$ cat src/rtl/sdio_host_data_phy.sv
// sdio_host_data_phy: 4-bit SDR SDIO data-line engine with per-line CRC16,
// write CRC-status/busy handling and read CRC checking.
module sdio_host_data_phy #(
    parameter logic [15:0] TIMEOUT_CYCLES = 16'hFFFF
) (
    input  logic        clk,
    input  logic        rst,
    input  logic        i_activate,
    input  logic        i_write_flag,
    input  logic [12:0] i_data_count,
    input  logic [7:0]  i_wr_data,
    input  logic        i_wr_valid,
    output logic        o_wr_ready,
    output logic [7:0]  o_rd_data,
    output logic        o_rd_stb,
    output logic        o_finished,
    output logic        o_crc_err,
    output logic        o_timeout,
    output logic        o_underrun,
    output logic        o_busy,
    output logic        o_sdio_data_dir,
    output logic [3:0]  o_sdio_data_out,
    input  logic [3:0]  i_sdio_data_in
);
    typedef enum logic [3:0] {
        IDLE, WR_START, WR_DATA, WR_CRC, WR_END, WR_NCRC, WR_STATUS,
        WR_BUSY, RD_WAIT, RD_DATA, RD_CRC, RD_END, FINISHED
    } state_t;

    state_t            r_state;
    logic [12:0]       r_left;
    logic              r_low;
    logic [3:0]        r_cnt;
    logic [2:0]        r_bit;
    logic [2:0]        r_stat;
    logic [7:0]        r_byte;
    logic [3:0][15:0]  r_crc;
    logic              r_bad;
    logic [15:0]       r_tmo;
    logic              r_dir;
    logic [3:0]        r_out;
    logic              r_wr_ready;
    logic [7:0]        r_rd_data;
    logic              r_rd_stb;
    logic              r_finished;
    logic              r_crc_err;
    logic              r_timeout;
    logic              r_underrun;
    logic              r_busy;

    logic [3:0]        w_nib;
    logic [3:0][15:0]  w_crc_nxt;
    logic [3:0][15:0]  w_crc_shl;
    logic [3:0]        w_crc_msb;
    logic              w_tmo_hit;

    function automatic logic [15:0] f_crc(input logic [15:0] c, input logic b);
        f_crc = {c[14:0], 1'b0} ^ ({16{c[15] ^ b}} & 16'h1021);
    endfunction

    // Nibble fed to the CRCs: outgoing on writes, the bus on reads
    always_comb begin
        w_nib = i_sdio_data_in;
        if (r_state == WR_START || (r_state == WR_DATA && !r_low))
            w_nib = i_wr_data[7:4];
        else if (r_state == WR_DATA)
            w_nib = r_byte[3:0];
        for (int i = 0; i < 4; i++) begin
            w_crc_nxt[i] = f_crc(r_crc[i], w_nib[i]);
            w_crc_shl[i] = {r_crc[i][14:0], 1'b0};
            w_crc_msb[i] = r_crc[i][15];
        end
    end

    assign w_tmo_hit = (r_tmo == TIMEOUT_CYCLES - 16'd1);

    always_ff @(posedge clk or negedge rst) begin
        if (!rst) begin
            r_state    <= IDLE;
            r_left     <= '0;
            r_low      <= 1'b0;
            r_cnt      <= '0;
            r_bit      <= '0;
            r_stat     <= '0;
            r_byte     <= '0;
            r_crc      <= '0;
            r_bad      <= 1'b0;
            r_tmo      <= '0;
            r_dir      <= 1'b0;
            r_out      <= 4'hF;
            r_wr_ready <= 1'b0;
            r_rd_data  <= '0;
            r_rd_stb   <= 1'b0;
            r_finished <= 1'b0;
            r_crc_err  <= 1'b0;
            r_timeout  <= 1'b0;
            r_underrun <= 1'b0;
            r_busy     <= 1'b0;
        end else begin
            r_rd_stb <= 1'b0;
            r_tmo    <= '0;
            if (!i_activate) begin
                r_state    <= IDLE;
                r_dir      <= 1'b0;
                r_out      <= 4'hF;
                r_wr_ready <= 1'b0;
                r_finished <= 1'b0;
                r_busy     <= 1'b0;
            end else begin
                unique case (r_state)
                    IDLE: begin
                        r_crc_err  <= 1'b0;
                        r_timeout  <= 1'b0;
                        r_underrun <= 1'b0;
                        r_crc      <= '0;
                        r_bad      <= 1'b0;
                        r_low      <= 1'b0;
                        r_left     <= i_data_count;
                        if (i_data_count == 13'd0) begin
                            r_state    <= FINISHED;
                            r_finished <= 1'b1;
                        end else if (i_write_flag) begin
                            r_state    <= WR_START;
                            r_dir      <= 1'b1;
                            r_out      <= 4'h0;
                            r_wr_ready <= 1'b1;
                        end else begin
                            r_state <= RD_WAIT;
                        end
                    end
                    WR_START, WR_DATA: begin
                        if (r_state == WR_DATA && r_low) begin
                            r_out      <= r_byte[3:0];
                            r_crc      <= w_crc_nxt;
                            r_low      <= 1'b0;
                            r_wr_ready <= (r_left != 13'd0);
                        end else if (r_left == 13'd0) begin
                            r_state <= WR_CRC;
                            r_out   <= w_crc_msb;
                            r_crc   <= w_crc_shl;
                            r_cnt   <= 4'd15;
                        end else if (i_wr_valid) begin
                            r_state    <= WR_DATA;
                            r_byte     <= i_wr_data;
                            r_out      <= i_wr_data[7:4];
                            r_crc      <= w_crc_nxt;
                            r_low      <= 1'b1;
                            r_left     <= r_left - 13'd1;
                            r_wr_ready <= 1'b0;
                        end else begin
                            r_state    <= FINISHED;
                            r_underrun <= 1'b1;
                            r_finished <= 1'b1;
                            r_dir      <= 1'b0;
                            r_out      <= 4'hF;
                            r_wr_ready <= 1'b0;
                        end
                    end
                    WR_CRC: begin
                        if (r_cnt == 4'd0) begin
                            r_state <= WR_END;
                            r_out   <= 4'hF;
                        end else begin
                            r_out <= w_crc_msb;
                            r_crc <= w_crc_shl;
                            r_cnt <= r_cnt - 4'd1;
                        end
                    end
                    WR_END: begin
                        r_state <= WR_NCRC;
                        r_dir   <= 1'b0;
                        r_cnt   <= 4'd1;
                    end
                    WR_NCRC: begin
                        r_bit <= '0;
                        if (r_cnt == 4'd0) r_state <= WR_STATUS;
                        else r_cnt <= r_cnt - 4'd1;
                    end
                    WR_STATUS: begin
                        if (r_bit == 3'd0) begin
                            if (!i_sdio_data_in[0]) begin
                                r_bit <= 3'd1;
                            end else if (w_tmo_hit) begin
                                r_state    <= FINISHED;
                                r_timeout  <= 1'b1;
                                r_finished <= 1'b1;
                            end else begin
                                r_tmo <= r_tmo + 16'd1;
                            end
                        end else if (r_bit != 3'd4) begin
                            r_stat <= {r_stat[1:0], i_sdio_data_in[0]};
                            r_bit  <= r_bit + 3'd1;
                        end else if (r_stat != 3'b010 || !i_sdio_data_in[0]) begin
                            r_state    <= FINISHED;
                            r_crc_err  <= 1'b1;
                            r_finished <= 1'b1;
                        end else begin
                            r_state <= WR_BUSY;
                        end
                    end
                    WR_BUSY: begin
                        if (i_sdio_data_in[0]) begin
                            r_state    <= FINISHED;
                            r_busy     <= 1'b0;
                            r_finished <= 1'b1;
                        end else if (w_tmo_hit) begin
                            r_state    <= FINISHED;
                            r_busy     <= 1'b0;
                            r_timeout  <= 1'b1;
                            r_finished <= 1'b1;
                        end else begin
                            r_busy <= 1'b1;
                            r_tmo  <= r_tmo + 16'd1;
                        end
                    end
                    RD_WAIT: begin
                        if (i_sdio_data_in == 4'h0) begin
                            r_state <= RD_DATA;
                            r_low   <= 1'b0;
                        end else if (w_tmo_hit) begin
                            r_state    <= FINISHED;
                            r_timeout  <= 1'b1;
                            r_finished <= 1'b1;
                        end else begin
                            r_tmo <= r_tmo + 16'd1;
                        end
                    end
                    RD_DATA: begin
                        r_crc <= w_crc_nxt;
                        if (!r_low) begin
                            r_byte[7:4] <= i_sdio_data_in;
                            r_low       <= 1'b1;
                        end else begin
                            r_rd_data <= {r_byte[7:4], i_sdio_data_in};
                            r_rd_stb  <= 1'b1;
                            r_low     <= 1'b0;
                            r_left    <= r_left - 13'd1;
                            if (r_left == 13'd1) begin
                                r_state <= RD_CRC;
                                r_cnt   <= 4'd15;
                            end
                        end
                    end
                    RD_CRC: begin
                        r_bad <= r_bad | (i_sdio_data_in != w_crc_msb);
                        r_crc <= w_crc_shl;
                        if (r_cnt == 4'd0) r_state <= RD_END;
                        else r_cnt <= r_cnt - 4'd1;
                    end
                    RD_END: begin
                        r_state    <= FINISHED;
                        r_finished <= 1'b1;
                        if (r_bad || i_sdio_data_in != 4'hF) r_crc_err <= 1'b1;
                    end
                    FINISHED: begin
                        r_finished <= 1'b1;
                    end
                    default: begin
                        r_state <= IDLE;
                    end
                endcase
            end
        end
    end

    assign o_wr_ready      = r_wr_ready;
    assign o_rd_data       = r_rd_data;
    assign o_rd_stb        = r_rd_stb;
    assign o_finished      = r_finished;
    assign o_crc_err       = r_crc_err;
    assign o_timeout       = r_timeout;
    assign o_underrun      = r_underrun;
    assign o_busy          = r_busy;
    assign o_sdio_data_dir = r_dir;
    assign o_sdio_data_out = r_out;

endmodule

$ cat config.mk
export PLATFORM = sky130hd
export DESIGN_NAME = sdio_host_data_phy
export DESIGN_NICKNAME = d
export VERILOG_FILES = /design/src/rtl/sdio_host_data_phy.sv
export SDC_FILE = /design/constraint.sdc
export NUM_CORES = 1
export LEC_CHECK = 0
export ABC_AREA = 1
export BUFFER_PORTS_ARGS = -buffer_cell sky130_fd_sc_hd__buf_4
export CORE_ASPECT_RATIO = 0.6
export CORE_MARGIN = 2
export CORE_UTILIZATION = 40
export CTS_BUF_LIST = sky130_fd_sc_hd__clkbuf_4
export CTS_CLUSTER_SIZE = 24
export DETAILED_ROUTE_END_ITERATION = 8
export PLACE_DENSITY_LB_ADDON = 0.2
export SLEW_MARGIN = 10
export SYNTH_ARGS = -nofsm -noshare
export SYNTH_HDL_FRONTEND = slang
export SYNTH_SLANG_ARGS = --single-unit
$ cat constraint.sdc
create_clock -name clk -period 5.8 [get_ports clk]
set_clock_uncertainty 0.1 [all_clocks]
set_input_delay 0.29 -clock clk [delete_from_list [all_inputs] [get_ports clk]]
set_output_delay 0.29 -clock clk [all_outputs]
set_load 0.05 [all_outputs]
== After elaboration in Yosys (flattened, before gate mapping) ==
Cells that the tools add are included.

* Flip-flop bits (word level): 137
* Bits of input ports: 30
* Output and inout port bits: 20

* $add $sub $neg: 4
* Equality and inequality tests: 64
* Mux-type cells: 109
* Bitwise logic cells: 12
* Reduce and logical (&&, ||, !) cells: 45

{| class="wikitable"
|+ Operators by type and width
! kind !! number
|-
| $pmux W64 S5 || 1
|-
| $mux W64 || 4
|-
| $mux W4 || 33
|-
| $mux W16 || 6
|-
| $xor A16 B13 Y16 || 4
|-
| $mux W13 || 4
|-
| $ne A3 B3 Y1 const B || 17
|-
| $pmux W16 S3 || 1
|-
| $pmux W4 S12 || 1
|-
| $mux W1 || 40
|-
| $ne A2 B2 Y1 const B || 20
|-
| $pmux W13 S3 || 1
|-
| $reduce_and A6 Y1 || 5
|-
| $logic_not A13 Y1 || 2
|-
| $mux W8 || 3
|-
| $ne A4 B4 Y1 const B || 6
|-
| $eq A4 B4 Y1 const B || 5
|-
| $reduce_and A9 Y1 || 2
|-
| $add A16 B1 Y16 const B || 1
|-
| $eq A16 B16 Y1 const B || 1
|-
| $eq A4 B3 Y1 const B || 4
|-
| $pmux W4 S4 || 1
|-
| $reduce_and A4 Y1 || 4
|-
| $reduce_and A5 Y1 || 3
|-
| other kinds (38) || 65
|}

== Depth between registers and ports, before layout ==
Gate-level depths: netlist of run 1.

* Depth after elaboration: 10
* Mapped depth: 14
* Depth with buffers taken out: 14

== Worst setup path after synthesis of run 1 ==
OpenSTA, ideal clock, no wires.

* Path kind: register to register
* Start: reg r_left[0]
* End: reg r_crc[11] in the netlist's numbering
* Library setup time: 121 ps
* Arrival: 1766 ps
* Path slack: 3813 ps
* Cell stages (with the launch flop): 13
* Buffers on the path: 1
* Period minus slack after synthesis: 1987 ps
* Cells stage by stage: dfrtp_1 inv_1 ha_1 nand2_1 nor2_2 nand2_1 nand2_1 nand2_1 nor2_4 inv_2 buf_4 nand2_1 o21ai_1

* Word-level cells in the longest chain between the ends: 4
* Elaborated cells on any way between the ends: 6
* Classes of those cells: eq/ne: 1; mux: 3; reduce/logical: 2

{| class="wikitable"
|+ RTL lines
! what !! line !! RTL
|-
| start: declaration || 31 || <nowiki>logic [12:0] r_left;</nowiki>
|-
| start signal: assignment || 118 || <nowiki>r_left <= i_data_count;</nowiki>
|-
| start signal: assignment || 148 || <nowiki>r_left <= r_left - 13'd1;</nowiki>
|-
| start signal: assignment || 237 || <nowiki>r_left <= r_left - 13'd1;</nowiki>
|-
| $logic_not A13 Y1 (*) || 137 || <nowiki>end else if (r_left == 13'd0) begin</nowiki>
|-
| $mux W64 || 137 ||
|-
| $mux W64 || 132 || <nowiki>if (r_state == WR_DATA && r_low) begin</nowiki>
|-
| $pmux W64 S5 || 110 || <nowiki>unique case (r_state)</nowiki>
|-
| end signal: assignment || 134 || <nowiki>r_crc <= w_crc_nxt;</nowiki>
|-
| end signal: assignment || 140 || <nowiki>r_crc <= w_crc_shl;</nowiki>
|-
| end signal: assignment || 146 || <nowiki>r_crc <= w_crc_nxt;</nowiki>
|-
| end: declaration || 37 || <nowiki>logic [3:0][15:0] r_crc;</nowiki>
|}

Every way passes the cells marked *; elsewhere a longest branch is shown, timed or not.
A chain may end at the register's enable or synchronous reset.

== Worst setup path after layout of run 1 ==
* Start: reg r_state[1]
* End: reg r_crc[37] in the netlist's numbering

* Word-level cells in the longest chain between the ends: 10
* Elaborated cells on any way between the ends: 22
* Classes of those cells: eq/ne: 7; mux: 6; bitwise: 2; reduce/logical: 7

{| class="wikitable"
|+ RTL lines
! what !! line !! RTL
|-
| start: declaration || 30 || <nowiki>state_t r_state;</nowiki>
|-
| start signal: assignment || 79 || <nowiki>r_state <= IDLE;</nowiki>
|-
| start signal: assignment || 103 || <nowiki>r_state <= IDLE;</nowiki>
|-
| start signal: assignment || 120 || <nowiki>r_state <= FINISHED;</nowiki>
|-
| $eq A4 B2 Y1 || - ||
|-
| $logic_and A1 B1 Y1 || 64 || <nowiki>if (r_state == WR_START || (r_state == WR_DATA && !r_low))</nowiki>
|-
| $logic_or A1 B1 Y1 || 64 ||
|-
| $mux W4 || 64 ||
|-
| $xor A1 B1 Y1 || 58 || <nowiki>f_crc = {c[14:0], 1'b0} ^ ({16{c[15] ^ b}} & 16'h1021);</nowiki>
|-
| $xor A16 B13 Y16 || 58 ||
|-
| $mux W64 || 142 || <nowiki>end else if (i_wr_valid) begin</nowiki>
|-
| $mux W64 || 137 ||
|-
| $mux W64 || 132 ||
|-
| $pmux W64 S5 || 110 ||
|}

Several ways; a longest one is shown, not always the timed one. The select of a mux whose other input is x is not followed.

==> out/qor.csv, run 1 <==
stage;metric;value;unit
yosys;synth top area cells;dfrtp_1 45%, nand2_1 12%, inv_1 6.6%;
floorplan;Die Wd;179.4;um
placement;Area after DPL;0.007929;sq mm
yosys;Synth Area in Simple Gates;27.70;%
critical_path;critical path endpoint category;register;
floorplan;Die Span Y;109.3;um
floorplan;row cnt;38;
yosys;post-synthesis compound-gate area fraction;13.89;%
run;max-cap check violation count;0;
final_layout;Fillers;1783;
detailed_routing;Vias/cell;5.147;
timing;Slew @ Worst Pin;0.9682;ns
critical_path;crit path kind;reg2reg;
timing;endpoints failing setup;0;
yosys;register area share after synthesis;46.48;%
critical_path;CP required;6.19;ns
critical_path;FF-to-FF Start;r_state[1];
detailed_routing;met2 routed WL;7.081;mm
clocking;clk root buf;clkbuf_4;
placement;final RePlAce weighted congestion;0.9204;
power_and_ir_drop;total power;3.886;mW
global_route;number of antenna violations at the first check in global routing;1;
yosys;Syn. warnings;0;
yosys;Post-Syn Nets;993;
critical_path;Worst setup startpoint;r_state[1];
timing;pins over their slew limit;0;
clocking;CTS Buf Count;17;
clocking;Clk Latency, worst-skew pair;0.56;ns
global_route;vias in the first global route;5953;
clocking;Clock Path Buffers;2;
yosys;area leader, netlist;dfrtp_1;
timing;fin crit period;3.335;ns
power_and_ir_drop;worst vdd ir;0.1611;mV
detailed_routing;Initial DRT Pass Iterations;5;
yosys;EDFF count, synth;0;
final_layout;Final Cell Area;0.008547;sq mm
final_layout;Register Area;0.003433;sq mm
critical_path;Critical Path AT;3.73;ns
critical_path;R2R cell count;13;
detailed_routing;initial DRC count;700;
clocking;total number of H-tree levels;4;
clocking;clock sinks;137;
yosys;flops & latches, synth;137;
power_and_ir_drop;power density cells;454.7;mW/mm^2
timing;Fin Setup TNS;0;ns
yosys;Primary FF master, synth;dfrtp_1;
timing;Hold Slack;0.09356;ns
yosys;Synth Area in Adders;1.186;%
detailed_routing;DR WL met3;1.470;mm
clocking;Worst-path clk slew;0.13;ns
yosys;top-area cell type share of the netlist area;45.06;%
min_path;Hold Crit Class;in2reg;
timing;FMAX;299.9;MHz
yosys;syn avg cell area;7.726;sq um
critical_path;Setup crit end;r_crc[37];
timing;RSZ-0062 raised after global routing;no;
detailed_routing;# DRC;0;
floorplan;Initial Utilization;40.88;%
placement;Cells after DPL;1226;
detailed_routing;WL final;19.65;mm
detailed_routing;vias after detailed routing;6614;
clocking;CTS tree;done;
placement;post-DP HPWL;14.19;mm
detailed_routing;DR top layer;met4;
yosys;mux contribution to synthesized area;0;%
timing;final-report hold violation count;0;
yosys;largest family of logic cells by synthesized area;simple AND/OR/NAND/NOR gates;
detailed_routing;Post-Route M1 WL;10.95;mm
yosys;Post-synth ARST share;100.0;%
run_status;status;completed;
yosys;post-synth cell types;45;
global_route;pin count of the biggest net entering global routing;71;
global_route;first-pass GRT wire length;32.35;mm
critical_path;Worst Path Max Fanout;47;
final_layout;net count reported at finish;1068;
critical_path;R2R Path End;r_crc[37];
power_and_ir_drop;leak pwr;4.050;nW
global_route;Total Routing Usage GR;21.06;%
detailed_routing;ANT nets after route;0;
final_layout;Syn-to-layout area delta;15.72;%
final_layout;Non-Filler Instances;1285;
timing;Final period util;57.50;%
floorplan;die area;0.01960;sq mm
timing;relative slew slack;35.38;%
yosys;Synth Area in XOR/XNOR;1.304;%
yosys;cells after synthesis;956;
final_layout;area of the multi-input gates;0.003256;sq mm
floorplan;core area;0.01807;sq mm
global_route;total gr overflow;0;
critical_path;Reg2Reg Setup Slack;2.47;ns
detailed_routing;DR WL/cell;15.29;um
critical_path;CP startpoint kind;register;
clocking;CTS resizes;0;
final_layout;share of cells above drive strength 1;12.84;%
floorplan;I/O pins;50;
yosys;Synth Cell Area;0.007386;sq mm
placement;number of buffers added on ports;49;
[routing by layer]
layer,vias up,GRT usage [%]
met3,9,4.943
li1,3270,-
met4,0,4.239
met2,231,26.71
met5,-,0
met1,3104,34.85
[sequential cells by signal (all words and copies together) (netlist names), 3 cells and up]
| name | cells |
|---|---|
| o_rd_data | 8 |
| o_sdio_data_out | 4 |
| r_bit | 3 |
| r_byte | 8 |
| r_cnt | 4 |
| r_crc | 64 |
| r_left | 13 |
| r_stat | 3 |
| r_state | 4 |
| r_tmo | 16 |
[cells in the mapped netlist (2+ instances only)]
| cell type | n |
|---|---|
| nor2_4 | 8 |
| xor2_1 | 5 |
| inv_2 | 11 |
| xnor2_1 | 6 |
| nand2_1 | 241 |
| o21ai_0 | 58 |
| a21oi_1 | 29 |
| o22ai_1 | 50 |
| inv_4 | 2 |
| nand2_4 | 5 |
| nand4_1 | 14 |
| nor2_2 | 7 |
| clkbuf_1 | 4 |
| buf_6 | 7 |
| nand3_2 | 2 |
| dfstp_2 | 4 |
| a31oi_1 | 6 |
| dfrtp_1 | 133 |
| o21ai_1 | 20 |
| buf_2 | 10 |
| nand3_1 | 50 |
| nor2_1 | 91 |
| ha_1 | 7 |
| o211ai_1 | 5 |
| nor3_1 | 15 |
| nor3b_1 | 6 |
| nand2_2 | 10 |
| inv_1 | 130 |
| o31ai_1 | 4 |
[stage by stage]
| step | util [%] | setup slack (ns) |
|---|---|---|
| detailed placement | 43.89 | 2.510 |
| floorplan | - | 3.813 |
| finish | 47.31 | 2.465 |
| CTS | 47.29 | 2.456 |
| global placement | 43.89 | 2.544 |
| global route | 47.31 | 2.092 |
[final cells by class]
class | count | share of cell area [%]
multi-input combinational | 653 | 38.09
clock buffer | 17 | 1.493
antenna | 1 | 0.02928
clock inverter | 15 | 2.664
tap | 240 | 3.513
sequential | 137 | 40.17
timing repair buffer | 78 | 7.656
inverter | 144 | 6.383
[where the power goes]
part | internal [mW] | total (mW) | leakage, nW | switching (mW)
combinational | 0.523 | 1.74 | 2.06 | 1.22
clock | 0.423 | 0.791 | 0.182 | 0.368
sequential | 1.19 | 1.35 | 1.81 | 0.160
[worst min-delay path by stage]
stage	startpoint	end	slack, ns	depth (start not counted)
global placement	rst	r_tmo[10]	0.26	1
finish	i_wr_data[7]	r_byte[7]	0.09	5
detailed placement	rst	r_tmo[10]	0.26	1
floorplan	rst	o_busy	-0.11	0
CTS	i_wr_data[7]	r_byte[7]	0.05	5
global route	i_wr_data[7]	r_byte[7]	0.06	5
[cells in the final DEF (no fill, tap or decap), drive strengths merged, types with 4 or more instances in the layout]
cell type    instances
a21oi               30
a31oi                6
buf                 52
bufinv               6
clkbuf              17
clkinv               7
dfrtp              133
dfstp                4
dlygate4sd3         26
ha                   7
inv                145
nand2              256
nand3               52
nand4               15
nor2               107
nor3                16
nor3b                7
o211ai               6
o21ai               79
o22ai               50
o31ai                4
xnor2                6
xor2                 5
[worst max-delay path: stages (launching register included)]
cell and delay (ns):
dfrtp_1 0.48, inv_2 0.15, nand2_1 0.14, nor2_8 0.19
inv_4 0.10, nand2_4 0.25, inv_2 0.18, nand2_4 0.11
nand3_2 0.73, inv_2 0.57, nand2_1 0.08, nand2_1 0.08
nand2_1 0.04, nand2_1 0.05
[kinds of logic after synthesis]
kind of cell	after synthesis
AND/OR/NAND/NOR	455
XOR/XNOR	11
flip-flops	137
buffers and inverters	166
AO/OA/AOI/OAI	180
adder cells (fa/ha/maj)	7
[timing repair]
action                    in CTS  in global routing
setup buffers                  0                  0
hold endpoints to repair      95                  0
hold buffers                  26                  0
Note: power is estimated with default switching activity, not from simulation.
==> inputs of run 2 (changes only) <==
- clock period: 5.8 -> 2.9 ns (I/O delays scaled with it)
==> run 2 against run 1 <==
Net effect:
- sequential power increased by 100%
- wire length up 0.37%
- flip-flop and latch count is the same
- highest routed layer unchanged
==> out/qor.csv, run 2 (synthesized netlist as in run 1, its figures left out) <==
stage;metric;value;unit;change
run_status;status;completed;;
critical_path;critical path endpoint category;register;;
timing;Final period util;94.09;%;+37 points
global_route;Total Routing Usage GR;21.30;%;+0.24 points
floorplan;die area;0.01960;sq mm;unchanged
detailed_routing;vias after detailed routing;6619;;+0.076%
power_and_ir_drop;Gate power share;47.2;%;+2.3 points
power_and_ir_drop;power density cells;890.9;mW/mm^2;+96%
timing;Fin Setup TNS;0;ns;unchanged
detailed_routing;initial DRC count;665;;-5.0%
power_and_ir_drop;Pint;4.114;mW;+93%
critical_path;crit path kind;reg2reg;;
timing;relative slew slack;57.53;%;+22 points
timing;FMAX;366.5;MHz;+22%
detailed_routing;DR WL met3;1.446;mm;-1.6%
floorplan;row cnt;38;;unchanged
final_layout;Reg with most FFs;r_crc;;
clocking;total number of H-tree levels;4;;unchanged
final_layout;Fillers;1799;;+0.90%
global_route;first-pass GRT wire length;32.98;mm;+2.0%
global_route;pin count of the biggest net entering global routing;69;;-2.8%
floorplan;I/O pins;50;;unchanged
timing;endpoints failing setup;0;;unchanged
timing;Setup WS post-layout;0.1713;ns;-2.294 ns
detailed_routing;Vias/cell;5.092;;-1.1%
placement;post-DP HPWL;14.25;mm;+0.42%
floorplan;core area;0.01807;sq mm;unchanged
floorplan;Initial Utilization;40.88;%;unchanged
min_path;Hold Crit Class;in2async;;
run;max-cap check violation count;0;;unchanged
detailed_routing;WL final;19.72;mm;+0.37%
power_and_ir_drop;worst vdd ir;0.4008;mV;+150%
timing;Slew @ Worst Pin;0.6371;ns;-0.3312 ns
placement;number of buffers added on ports;49;;unchanged
clocking;Clk Latency, worst-skew pair;0.56;ns;about the same
placement;dpl ws;0.4687;ns;-2.041 ns
detailed_routing;Post-Route M1 WL;10.88;mm;-0.58%
clocking;clk root buf;clkbuf_4;;
clocking;CTS Buf Count;17;;unchanged
detailed_routing;Initial DRT Pass Iterations;5;;unchanged
final_layout;commonest non-fill, non-tap cell in the layout;nand2_1;;
floorplan;Die Wd;179.4;um;unchanged
timing;fin crit period;2.729;ns;-0.6060 ns
power_and_ir_drop;total power;7.699;mW;+98%
power_and_ir_drop;Reg power frac;35.0;%;+0.2 points
floorplan;Die Span Y;109.3;um;unchanged
critical_path;Worst Path Max Fanout;24;;-49%
timing;final-report hold violation count;0;;unchanged
final_layout;net count reported at finish;1084;;+1.5%
timing;pins over their slew limit;0;;unchanged
detailed_routing;ANT nets after route;0;;unchanged
final_layout;biggest regs;r_crc x64, r_tmo x16, r_left x13;;
clocking;clock sinks;137;;unchanged
detailed_routing;DR top layer;met4;;
critical_path;CP required;3.30;ns;-2.89 ns
detailed_routing;met2 routed WL;7.220;mm;+2.0%
critical_path;CP startpoint kind;register;;
global_route;number of antenna violations at the first check in global routing;0;;-1
final_layout;Syn-to-layout area delta;17.01;%;
timing;Hold Slack;0.03080;ns;-0.06275 ns
detailed_routing;# DRC;0;;unchanged
clocking;CTS tree;done;;
power_and_ir_drop;clock power share;17.8;%;-2.5 points
placement;final RePlAce weighted congestion;0.9323;;+1.3%
power_and_ir_drop;Net Sw Frac;46.57;%;+1.6 points
clocking;Clock Path Buffers;2;;unchanged
global_route;total gr overflow;0;;unchanged
final_layout;max reg flops;64;;unchanged
clocking;Worst-path clk slew;0.14;ns;about the same
global_route;vias in the first global route;6227;;+4.6%
final_layout;share of cells above drive strength 1;14.06;%;+1.2 points
power_and_ir_drop;sw power;3.585;mW;+100%
power_and_ir_drop;leak pwr;4.096;nW;+1.1%
final_layout;commonest cells after routing, fill and taps aside;239 x nand2_1, 133 x dfrtp_1, 130 x inv_1, 91 x nor2_1, 59 x buf_4;;
final_layout;antenna cells;0;;-1
critical_path;Critical Path AT;3.13;ns;-0.60 ns
timing;RSZ-0062 raised after global routing;no;;
detailed_routing;DR WL/cell;15.17;um;-0.79%
==> run 2: changes by cell type in the layout (fill, tap and decap cells not counted), sizes merged <==
cell	change
buf	+9
dlygate4sd3	+7
bufinv	-3
clkinvlp	+2
diode	-1
inv	+1
==> run 2: area by class of cell <==
cell class / instances / area [sq um] / share of cell area [%]
Clock buffer: 17 / 127.6 / 1.477
Clock inverter: 15 / 173.9 / 2.012
Inverter: 144 / 545.5 / 6.312
Multi-Input combinational cell: 653 / 3266 / 37.79
Sequential cell: 137 / 3433 / 39.73
Tap cell: 240 / 300.3 / 3.475
Timing Repair Buffer: 94 / 795.8 / 9.208
==> run 2: power by group through the flow <==
stage	logic (mW)	registers, mW	clock network (mW)
finish	3.63	2.70	1.37
global placement	3.48	2.72	0
detailed placement	3.48	2.73	0
global route	4.03	2.76	1.48
CTS	3.58	2.69	1.40
floorplan	2.24	3.04	0
==> run 2: through the flow <==
| stage | cells | util (%) | area [sq um] |
|---|---|---|---|
| 2_1_floorplan | 956 | - | 7386 |
| 3_3_place_gp | 1235 | 44.26 | 7996 |
| 3_5_place_dp | 1235 | 44.26 | 7996 |
| 4_1_cts | 1300 | 47.76 | 8628 |
| 5_1_grt | 1300 | 47.83 | 8642 |
| 6_report | 1300 | 47.83 | 8642 |
==> run 2: path summary, 6_finish.rpt <==
path	start	to	slack, ns	depth (start not counted)
worst max-delay path	r_state[1]	r_byte[4]	0.17	11
worst min-delay path	rst	r_cnt[1]	0.03	2
min in group clk	i_wr_data[2]	r_byte[2]	0.28	4
worst min register to register	o_rd_data[6]	o_rd_data[6]	0.39	2
max in group asynchronous	rst	o_sdio_data_out[2]	1.79	3
worst max register to register	r_state[1]	r_byte[4]	0.17	11
==> run 2: layer usage <==
layer	vias to the layer above	GRT usage (%)
li1	3296	-
met1	3068	34.70
met2	243	27.56
met3	12	4.843
met4	0	4.936
met5	-	0
==> run 2: timing repair <==
item,4_1_cts,5_1_grt
setup buffers,0,0
hold endpoints to repair,122,0
hold buffers,33,0
resized for setup,0,4
setup endpoints to repair,0,4
==> run 2: worst max-delay path, cell delays in order (launching register included) <==
cell	delay, ns
dfrtp_1	0.47
inv_2	0.14
nand2_1	0.14
nor2_8	0.21
inv_4	0.11
nand2_4	0.09
buf_6	0.22
nand3_1	0.17
nor2_4	0.24
nor2_1	0.06
a31oi_1	0.15
dlygate4sd3_1	0.57
==> inputs of run 3 (changes only) <==
- ABC_AREA: 1 -> default
- HOLD_SLACK_MARGIN: default -> 0.15
==> run 3 against run 2 <==
Net effect:
- synthesized cell count is 26% lower
- die area is 5.3% lower
- highest routed layer unchanged
- global-route usage is 0.67 points higher
- critical path depth is 2 lower
- critical path type unchanged
- via count is 7.5% lower
- wire length is 0.12% higher
==> out/qor.csv, run 3 <==
stage;metric;value;unit;change
power_and_ir_drop;total power;7.145;mW;-7.2%
yosys;Post-synth ARST share;100.0;%;unchanged
timing;fin crit period;2.829;ns;+0.09977 ns
clocking;clk root buf;clkbuf_4;;
critical_path;FF-to-FF Start;r_left[1];;
final_layout;antenna cells;0;;unchanged
timing;endpoints failing setup;0;;unchanged
clocking;CTS Buf Count;17;;unchanged
detailed_routing;vias after detailed routing;6121;;-7.5%
min_path;Hold Startpoint;i_wr_data[2];;
clocking;Clock Path Buffers;2;;unchanged
floorplan;core area;0.01713;sq mm;-5.2%
timing;final-report hold violation count;0;;unchanged
critical_path;R2R cell count;9;;-2
min_path;hold-critical path endpoint;r_byte[2];;
critical_path;CP required;3.29;ns;about the same
run;max-cap check violation count;0;;unchanged
min_path;Hold Path Depth;3;;
global_route;vias in the first global route;5806;;-6.8%
timing;Slew @ Worst Pin;1.009;ns;+0.3721 ns
detailed_routing;Vias/cell;5.841;;+15%
final_layout;net count reported at finish;838;;-23%
global_route;number of antenna violations at the first check in global routing;0;;unchanged
floorplan;die area;0.01856;sq mm;-5.3%
critical_path;Worst setup startpoint;r_left[1];;
yosys;Post-synth top cells;133 x dfrtp_1, 64 x nor2_1, 60 x nand2_1;;
yosys;most numerous cell in the Yosys netlist;dfrtp_1;;
floorplan;row cnt;37;;-2.6%
yosys;syn avg cell area;9.872;sq um;+28%
global_route;Total Routing Usage GR;21.97;%;+0.67 points
clocking;total number of H-tree levels;4;;unchanged
critical_path;CP startpoint kind;register;;
placement;post-DP HPWL;13.74;mm;-3.6%
critical_path;Reg2Reg Setup Slack;0.07;ns;-0.10 ns
run_status;status;completed;;
final_layout;share of cells above drive strength 1;19.29;%;+5.2 points
power_and_ir_drop;worst vdd ir;0.5501;mV;+37%
final_layout;commonest non-fill, non-tap cell in the layout;dfrtp_1;;
critical_path;R2R Path End;r_crc[21];;
final_layout;biggest regs;r_crc x64, r_tmo x16, r_left x13;;
floorplan;Die Span Y;106.3;um;-2.7%
clocking;Worst-path clk slew;0.13;ns;about the same
timing;relative slew slack;31.77;%;-26 points
timing;Hold Slack;0.2643;ns;+0.2335 ns
final_layout;max reg flops;64;;unchanged
yosys;cells after synthesis;707;;-26%
timing;Final period util;97.53;%;+3.4 points
timing;FMAX;353.5;MHz;-3.5%
detailed_routing;# DRC;0;;unchanged
yosys;Synth Cell Area;0.006979;sq mm;-5.5%
detailed_routing;Initial DRT Pass Iterations;6;;+1
final_layout;Fillers;1598;;-11%
power_and_ir_drop;leak pwr;3.726;nW;-9.0%
critical_path;critical path's largest stage delay;0.53;ns;-0.04 ns
yosys;Post-Syn Nets;744;;-25%
yosys;Primary FF master, synth;dfrtp_1;;
clocking;Clk Latency, worst-skew pair;0.58;ns;+0.02 ns
floorplan;Initial Utilization;40.75;%;-0.13 points
yosys;synth top area cells;dfrtp_1 48%, a22o_1 7.0%, mux2_2 3.5%;;
critical_path;Buf+Inv Stages, Crit Path;2;;-2
yosys;top-area cell type share of the netlist area;47.69;%;+2.6 points
yosys;flops & latches, synth;137;;unchanged
critical_path;Worst path top cell family by delay;simple AND/OR/NAND/NOR gates;;
critical_path;critical path endpoint category;register;;
power_and_ir_drop;power density cells;847.7;mW/mm^2;-4.8%
placement;number of buffers added on ports;49;;unchanged
yosys;post-synth cell types;66;;+47%
final_layout;Syn-to-layout area delta;20.76;%;
detailed_routing;DR WL/cell;18.84;um;+24%
critical_path;crit path kind;reg2reg;;
critical_path;Worst Path Max Fanout;6;;-75%
critical_path;crit-path cells;inv_1, ha_1, or3b_4, nor4_4, buf_4, nor3_4, or3_4, or4_1, o211ai_1;;
min_path;Hold Crit Class;in2reg;;
final_layout;Reg with most FFs;r_crc;;
floorplan;Die Wd;174.5;um;-2.7%
detailed_routing;ANT nets after route;0;;unchanged
critical_path;CP max stage cell;or4_1;;
yosys;register area share after synthesis;49.19;%;+2.7 points
detailed_routing;WL final;19.74;mm;+0.12%
yosys;Syn. warnings;0;;unchanged
placement;final RePlAce weighted congestion;0.9199;;-1.3%
timing;pins over their slew limit;0;;unchanged
floorplan;I/O pins;50;;unchanged
global_route;pin count of the biggest net entering global routing;78;;+13%
yosys;EDFF count, synth;0;;unchanged
final_layout;commonest cells after routing, fill and taps aside;133 x dfrtp_1, 83 x buf_4, 64 x nor2_1, 60 x nand2_1, 56 x a22o_1;;
yosys;area leader, netlist;dfrtp_1;;
clocking;CTS tree;done;;
clocking;clock sinks;137;;unchanged
detailed_routing;initial DRC count;661;;-0.60%
critical_path;Critical Path AT;3.22;ns;+0.09 ns
global_route;total gr overflow;0;;unchanged
global_route;first-pass GRT wire length;31.71;mm;-3.9%
-- run 3: cell count changes in the layout (fill, tap and decap cells not counted), sizes merged, moves of 33 or more --
cell and change:
nand2 -196, a22o +56, o21ai -33, inv -127, o22ai -45, nor2 -43
-- run 3: routing by layer --
metal / part of all wire [%] / track usage, % / wire length, um / up-vias
li1: - / - / - / 2801
met1: 51 / 34.12 / 9999 / 3047
met4: 1.1 / 6.488 / 226 / 0
met5: 0 / 0 / 0 / -
met3: 7.3 / 5.436 / 1444 / 19
met2: 41 / 29.71 / 8073 / 254
-- run 3: layout make-up --
cell class / instances / area [sq um] / area share [%]
well taps: 234 / 292.8 / 3.474
clock inverters: 13 / 167.7 / 1.989
clock buffers: 19 / 142.6 / 1.692
flip-flops and latches: 137 / 3433 / 40.74
repair buffers: 117 / 985.9 / 11.70
multi-input cells: 511 / 3342 / 39.65
inverters: 17 / 63.81 / 0.7571
-- run 3: where the power goes --
| group | switching, mW | internal (mW) | leakage, nW |
|---|---|---|---|
| clock | 0.777 | 0.624 | 0.154 |
| sequential | 0.323 | 2.33 | 1.83 |
| combinational | 1.97 | 1.13 | 1.74 |
-- run 3: worst max path at each step --
stage	end	cells after the start	slack, ns
4_1_cts	r_crc[21]	6	0.08
6_report	r_crc[21]	9	0.07
5_1_grt	r_crc[21]	9	-0.02
3_5_place_dp	r_crc[21]	6	0.08
2_1_floorplan	r_crc[37]	8	0.12
3_3_place_gp	r_crc[37]	6	0.17
-- run 3: logic make-up (layout without fill, tap and decap cells) --
logic type,after synthesis,count (layout),share of synthesized area [%]
flip-flops,137,137,49.19
multiplexers,27,27,4.267
XOR/XNOR,25,25,3.137
buffers and inverters,59,166,3.191
adder cells (fa/ha/maj),7,7,1.255
AND/OR/NAND/NOR,241,241,17.55
AO/OA/AOI/OAI,211,211,21.41
-- run 3: per-stage QoR --
step	util (%)	worst slack, ns	std cells	setup TNS (ns)	instance area, sq um
finish	49.20	0.07150	1048	0	8428
floorplan	-	0.1209	707	0	6979
detailed placement	45.50	0.08065	985	0	7794
global route	49.20	-0.01959	1048	-0.02566	8428
global placement	45.50	0.1709	985	0	7794
CTS	49.07	0.07659	1047	0	8404
-- run 3: what timing repair did --
item / 4_1_cts / 5_1_grt
gates resized for setup: 0 / 4
endpoints found under the setup margin: 0 / 3
hold endpoints to repair: 192 / 0
setup buffers: 0 / 1
hold buffers: 30 / 0
-- run 3: worst register-to-register path, delay by kind of cell, from the launching register on --
kind | cells | cell delay (ns)
flops | 1 | 0.42
compound gates | 1 | 0.12
fa+ha+maj | 1 | 0.16
buf+inv | 2 | 0.28
simple gates | 5 | 1.68
